File: config.mk
export PLATFORM = sky130hd
export DESIGN_NAME = ysyx_mem_arb
export DESIGN_NICKNAME = d
export VERILOG_FILES = /design/src/rtl/ysyx_mem_arb.sv
export SDC_FILE = /design/constraint.sdc
export NUM_CORES = 1
export LEC_CHECK = 0
export CORE_ASPECT_RATIO = 1.4
export CORE_MARGIN = 8
export CORE_UTILIZATION = 38
export DETAILED_ROUTE_END_ITERATION = 12
export PLACE_DENSITY = 0.83
export RECOVER_POWER = 25
export SYNTH_ARGS = -nofsm -noshare
export SYNTH_HDL_FRONTEND = slang
export SYNTH_SLANG_ARGS = --single-unit
File: constraint.sdc
create_clock -name clk -period 3.2 [get_ports clk]
set_input_delay 0.96 -clock clk [delete_from_list [all_inputs] [get_ports clk]]
set_output_delay 0.96 -clock clk [all_outputs]
set_load 0.05 [all_outputs]
File: src/rtl/ysyx_mem_arb.sv
// Single-port memory arbiter between the IFU fetch path and the LSU load/store path.
// Define YSYX_MEM_ARB_RR_EN for round-robin arbitration; the default build uses fixed LSU priority.
module ysyx_mem_arb #(
  parameter int unsigned BIT_W = 32
) (
  input  logic             clk,
  input  logic             rst,
  input  logic             ifu_avalid,
  input  logic [BIT_W-1:0] ifu_addr,
  output logic             ifu_rvalid,
  output logic [BIT_W-1:0] ifu_rdata,
  input  logic             lsu_avalid,
  input  logic [BIT_W-1:0] lsu_addr,
  input  logic             lsu_ren,
  input  logic             lsu_wen,
  input  logic [BIT_W-1:0] lsu_wdata,
  output logic             lsu_rvalid,
  output logic [BIT_W-1:0] lsu_rdata,
  output logic             lsu_wready,
  output logic             mem_avalid,
  output logic [BIT_W-1:0] mem_addr,
  output logic             mem_ren,
  output logic             mem_wen,
  output logic [BIT_W-1:0] mem_wdata,
  input  logic             mem_rvalid,
  input  logic [BIT_W-1:0] mem_rdata,
  input  logic             mem_wready
);

  typedef enum logic [1:0] {StIdle, StIfu, StLsuRd, StLsuWr} state_e;

  state_e           state_q, state_d;
  logic [BIT_W-1:0] addr_q, addr_d, wdata_q, wdata_d;
  logic             ren_q, ren_d, wen_q, wen_d;
  logic             last_q, last_d;
  logic             drop_q, drop_d;
  logic             grant_lsu, lsu_write, owner_valid, busy, live;

  // A store needs wen without ren; anything else from the LSU is treated as a load.
  assign lsu_write = lsu_wen && !lsu_ren;

`ifdef YSYX_MEM_ARB_RR_EN
  assign grant_lsu = lsu_avalid && (!ifu_avalid || !last_q);
`else
  assign grant_lsu = lsu_avalid;
`endif

  assign owner_valid = (state_q == StIfu) ? ifu_avalid : lsu_avalid;

  always_comb begin
    state_d = state_q;
    addr_d  = addr_q;
    wdata_d = wdata_q;
    ren_d   = ren_q;
    wen_d   = wen_q;
    last_d  = last_q;
    drop_d  = 1'b0;
    case (state_q)
      StIdle: begin
        if (grant_lsu) begin
          state_d = lsu_write ? StLsuWr : StLsuRd;
          addr_d  = lsu_addr;
          wdata_d = lsu_wdata;
          ren_d   = !lsu_write;
          wen_d   = lsu_write;
          last_d  = 1'b1;
        end else if (ifu_avalid) begin
          state_d = StIfu;
          addr_d  = ifu_addr;
          wdata_d = '0;
          ren_d   = 1'b1;
          wen_d   = 1'b0;
          last_d  = 1'b0;
        end
      end
      StIfu, StLsuRd: begin
        drop_d = drop_q || !owner_valid;
        if (mem_rvalid) state_d = StIdle;
      end
      StLsuWr: begin
        drop_d = drop_q || !owner_valid;
        if (mem_wready) state_d = StIdle;
      end
      default: state_d = StIdle;
    endcase
  end

  always_ff @(posedge clk or negedge rst) begin
    if (!rst) begin
      state_q <= StIdle;
      addr_q  <= '0;
      wdata_q <= '0;
      ren_q   <= 1'b0;
      wen_q   <= 1'b0;
      last_q  <= 1'b0;
      drop_q  <= 1'b0;
    end else begin
      state_q <= state_d;
      addr_q  <= addr_d;
      wdata_q <= wdata_d;
      ren_q   <= ren_d;
      wen_q   <= wen_d;
      last_q  <= last_d;
      drop_q  <= drop_d;
    end
  end

  // Once the owner has withdrawn its request, the memory transfer still finishes
  // but its response pulse is swallowed.
  assign busy = (state_q != StIdle);
  assign live = owner_valid && !drop_q;

  always_comb begin
    mem_avalid = busy;
    mem_addr   = busy ? addr_q : '0;
    mem_ren    = busy && ren_q;
    mem_wen    = busy && wen_q;
    mem_wdata  = busy ? wdata_q : '0;
    ifu_rvalid = (state_q == StIfu) && mem_rvalid && live;
    ifu_rdata  = ifu_rvalid ? mem_rdata : '0;
    lsu_rvalid = (state_q == StLsuRd) && mem_rvalid && live;
    lsu_rdata  = lsu_rvalid ? mem_rdata : '0;
    lsu_wready = (state_q == StLsuWr) && mem_wready && live;
  end

endmodule
==> implementation parameters <==
Parameter                              Value

Pwr
  Leakage dissipation ... between 0.003 and 0.004 uW
  Overall power consumption ... 6520 uW
  Power spent charging and discharging nets ... between 3000 and 4000 uW
  Sw Ratio ... 0.486
  Internal Dissipation ... ~3400 uW
  Proportion of power drawn by combinational gates ... 0.621
  Cell area power density ... 859 nW/um2
  Worst supply voltage drop on vdd ... approximately 760 uV
  Sequential share of power ... 0.232
  Clock power share ... 0.147

Floorplan
  Die Span Y ... between 100 and 150 um
  Number of placement rows ... 43
  Area of the die ... around 14000 um2
  Num ports ... 270
  Initial core utilization ... 0.388
  Floorplan die width ... a little over 100 um
  Core region area ... 9850 um2

Synthesis
  Primary flip-flop cell chosen by synthesis mapping ... dfrtp_1
  Synth Warn # ... 0
  Fraction of the yosys area taken by sequential cells ... 0.452
  Post-Synth XOR/XNOR Area ... 0
  Post-synthesis compound-gate area fraction ... 0.128
  Async set-reset flop share out of synthesis ... 1.00
  Post-synth net total ... around 530
  Syn avg cell area ... approximately 9.8 um2
  Multiplexer share of the synthesized area ... 0.0891
  Number of synthesized flops with an enable pin ... 0
  Largest family of logic cells by synthesized area ... simple AND/OR/NAND/NOR gates
  Seq cells post-synth ... 69
  Post-Syn Instances ... roughly 390
  Adder-cell area share of the yosys netlist ... 0.0164
  Cell variety after synth ... 22
  Synth Cell Area ... about 3800 um2
  Simple-gate area share of the yosys netlist ... 0.269

Routing
  Wire length reported by the detailed router ... roughly 16 mm
  Starting DRT DRC Count ... roughly 140
  Antenna-violating nets left ... 0
  Drt first pass iters ... 4
  Post-detailed-route wirelength per cell ... a little over 20 um
  Avg Vias per Cell ... ~4.9
  Total DRC errors in the routed layout ... 0
  Routed vias ... about 3900

Timing
  Actual slew at the worst max-slew pin ... 1.35 ns
  RSZ-0062 raised after global routing ... no
  Final Hold Viols ... 0
  Final setup TNS ... 0 ns
  Worst max-slew margin expressed relative to the limit ... 0.100
  Portion of the clock cycle consumed by the worst path in the final layout ... 0.984
  Max-slew violation count ... 0
  Skew final ... about 0.0045 ns
  Achievable Freq ... 318 MHz
  Least setup slack across all paths after layout ... between 0.05 and 0.06 ns
  Shortest clock period the worst path allows after layout ... ~3.1 ns
  # setup viols final ... 0
  Worst Hold Margin ... 0.472 ns

Clock network
  Clk root buf ... clkbuf_16
  Number of H-tree levels ... 3
  Number of clock buffers inserted by TritonCTS ... 9
  Clock slew at the register clock pins of the worst setup and hold paths ... around 0.050 ns
  CTS tree ... built
  Hold-fix buffer count after cts ... 0
  Largest buffer count on any clock path ... 2
  Skew-Pair Late Insertion Delay ... approximately 0.33 ns
  TritonCTS Sinks ... 69

Placed design
  Estimated wirelength of the detail-placed design ... 13.2 mm
  Setup Slack @ Placement ... -0.146 ns
  Placer congestion estimate ... about 0.81
  Area after detailed placement ... about 7200 um2
  Number of I/O port buffers ... between 200 and 300

Global route
  Global routing usage on met3 ... 0.122
  Vias in the first global route ... ~4300
  Overall routing resource usage ... 0.235
  Total congestion overflow after global routing ... 0
  Largest net degree at the start of global routing ... 99
  Initial antenna violation count ... 8
  Most heavily used metal layer in global routing ... met2
  Met1 global-route usage ... 0.242
  Met2 usage ... 0.390
  First-pass GRT wire length ... 24.2 mm

Critical path
  Critical path data arrival time ... around 2.2 ns
  Type of the worst setup path ... input pin to output port
  Required time at the worst-slack endpoint ... around 2.2 ns
  Setup crit end kind ... output port
  Launching element type of the critical path ... input pin
  CP Max Fanout ... 5

Worst hold path
  Worst Hold Class ... register to register

Layout
  Most common cell after layout, fill and taps aside ... clkdlybuf4s50_1
  Summed area of non-filler cells in the final layout ... between 7000 and 8000 um2
  Top library cells by usage in the layout, fill and taps aside ... clkdlybuf4s50_1, dfrtp_1, buf_12
  Sequential standard cell area ... 1730 um2
  Fraction of final layout cells with drive strength greater than 1 ... 0.229
  Fill cell total of the finished layout ... about 640
  Multi-input logic area ... slightly below 2000 um2
  Layout area overhead ... 98.8%
  Number of nets in the layout ... between 700 and 800

Outcome
  Result of the run ... complete, no violations

Flow run
  Number of max-cap violations ... 0
==> flip-flops by register name, summed over array words and instances, names as in the netlist <==
signal,cells
addr_q,32
wdata_q,32
drop_q,1
ren_q,1
state_q,2
wen_q,1
==> cells by family after synthesis <==
group,count (synthesis)
flip-flops,69
adder cells (fa/ha/maj),5
AND/OR/NAND/NOR,175
AO/OA/AOI/OAI,70
multiplexers,34
buffers and inverters,38
==> synthesized netlist by cell type (4+ instances only) <==
library cell / number / area (um2)
and2b_1: 17 / 128
dfrtp_1: 69 / 1730
nand2_1: 37 / 139
inv_1: 7 / 26.3
o21ai_0: 33 / 165
nor2_1: 4 / 15.0
buf_4: 6 / 45.0
clkbuf_1: 17 / 63.8
a22o_1: 32 / 280
ha_1: 5 / 62.6
mux2i_1: 34 / 340
buf_2: 8 / 40.0
nor2b_1: 49 / 307
and2_1: 65 / 407
==> final timing paths <==
kind	start	end	slack, ns	cells past startpoint
min in group asynchronous	rst	wdata_q[22]$_DFFE_PN0P_	0.92	1
min	wen_q$_DFFE_PN0P_	wen_q$_DFFE_PN0P_	0.47	2
min reg2reg	wen_q$_DFFE_PN0P_	wen_q$_DFFE_PN0P_	0.47	2
max	ifu_avalid	lsu_rdata[30]	0.05	7
max reg2reg	state_q[0]$_DFFE_PN0P_	wdata_q[15]$_DFFE_PN0P_	1.33	6
max in group asynchronous	rst	wdata_q[2]$_DFFE_PN0P_	1.03	2
==> per-stage QoR <==
stage,cells,utilization
finish,799,0.771
global route,798,0.771
CTS,796,0.767
detailed placement,778,0.734
global placement,778,0.734
floorplan,391,-
==> layout make-up <==
type	count	share of cell area
sequential	69	0.227
inverter	7	0.00346
clock inverter	3	0.00231
clock buffer	13	0.0369
timing repair buffer	287	0.453
tap	135	0.0222
antenna	1	0.000329
multi-input combinational	284	0.255
==> power by group through the flow <==
stage / clock (uW) / sequential (uW) / combinational [uW]
2_1_floorplan: 0 / 1450 / 2670
3_3_place_gp: 0 / 1490 / 4010
3_5_place_dp: 0 / 1510 / 4100
4_1_cts: 974 / 1510 / 4100
5_1_grt: 1010 / 1560 / 4260
6_report: 962 / 1510 / 4050
==> critical path, cell delays in order <==
cell	delay, ns
dlygate4sd2_1	0.24
mux2i_1	0.29
nor3_4	0.09
buf_4	0.15
buf_6	0.12
and2_1	0.18
buf_12	0.15
==> metal layers <==
layer	up-vias	routed length [um]
li1	1835	-
met1	1816	5640
met2	214	7790
met3	45	2120
met4	16	547
met5	-	98
==> what timing repair did <==
item	in CTS	in global routing
endpoints found under the setup margin	73	17
hold endpoints to repair	0	0
pin swaps	1	1
cloned	2	0
gates resized for setup	19	14
setup buffers	0	2
(Power assumes the default switching activity.)
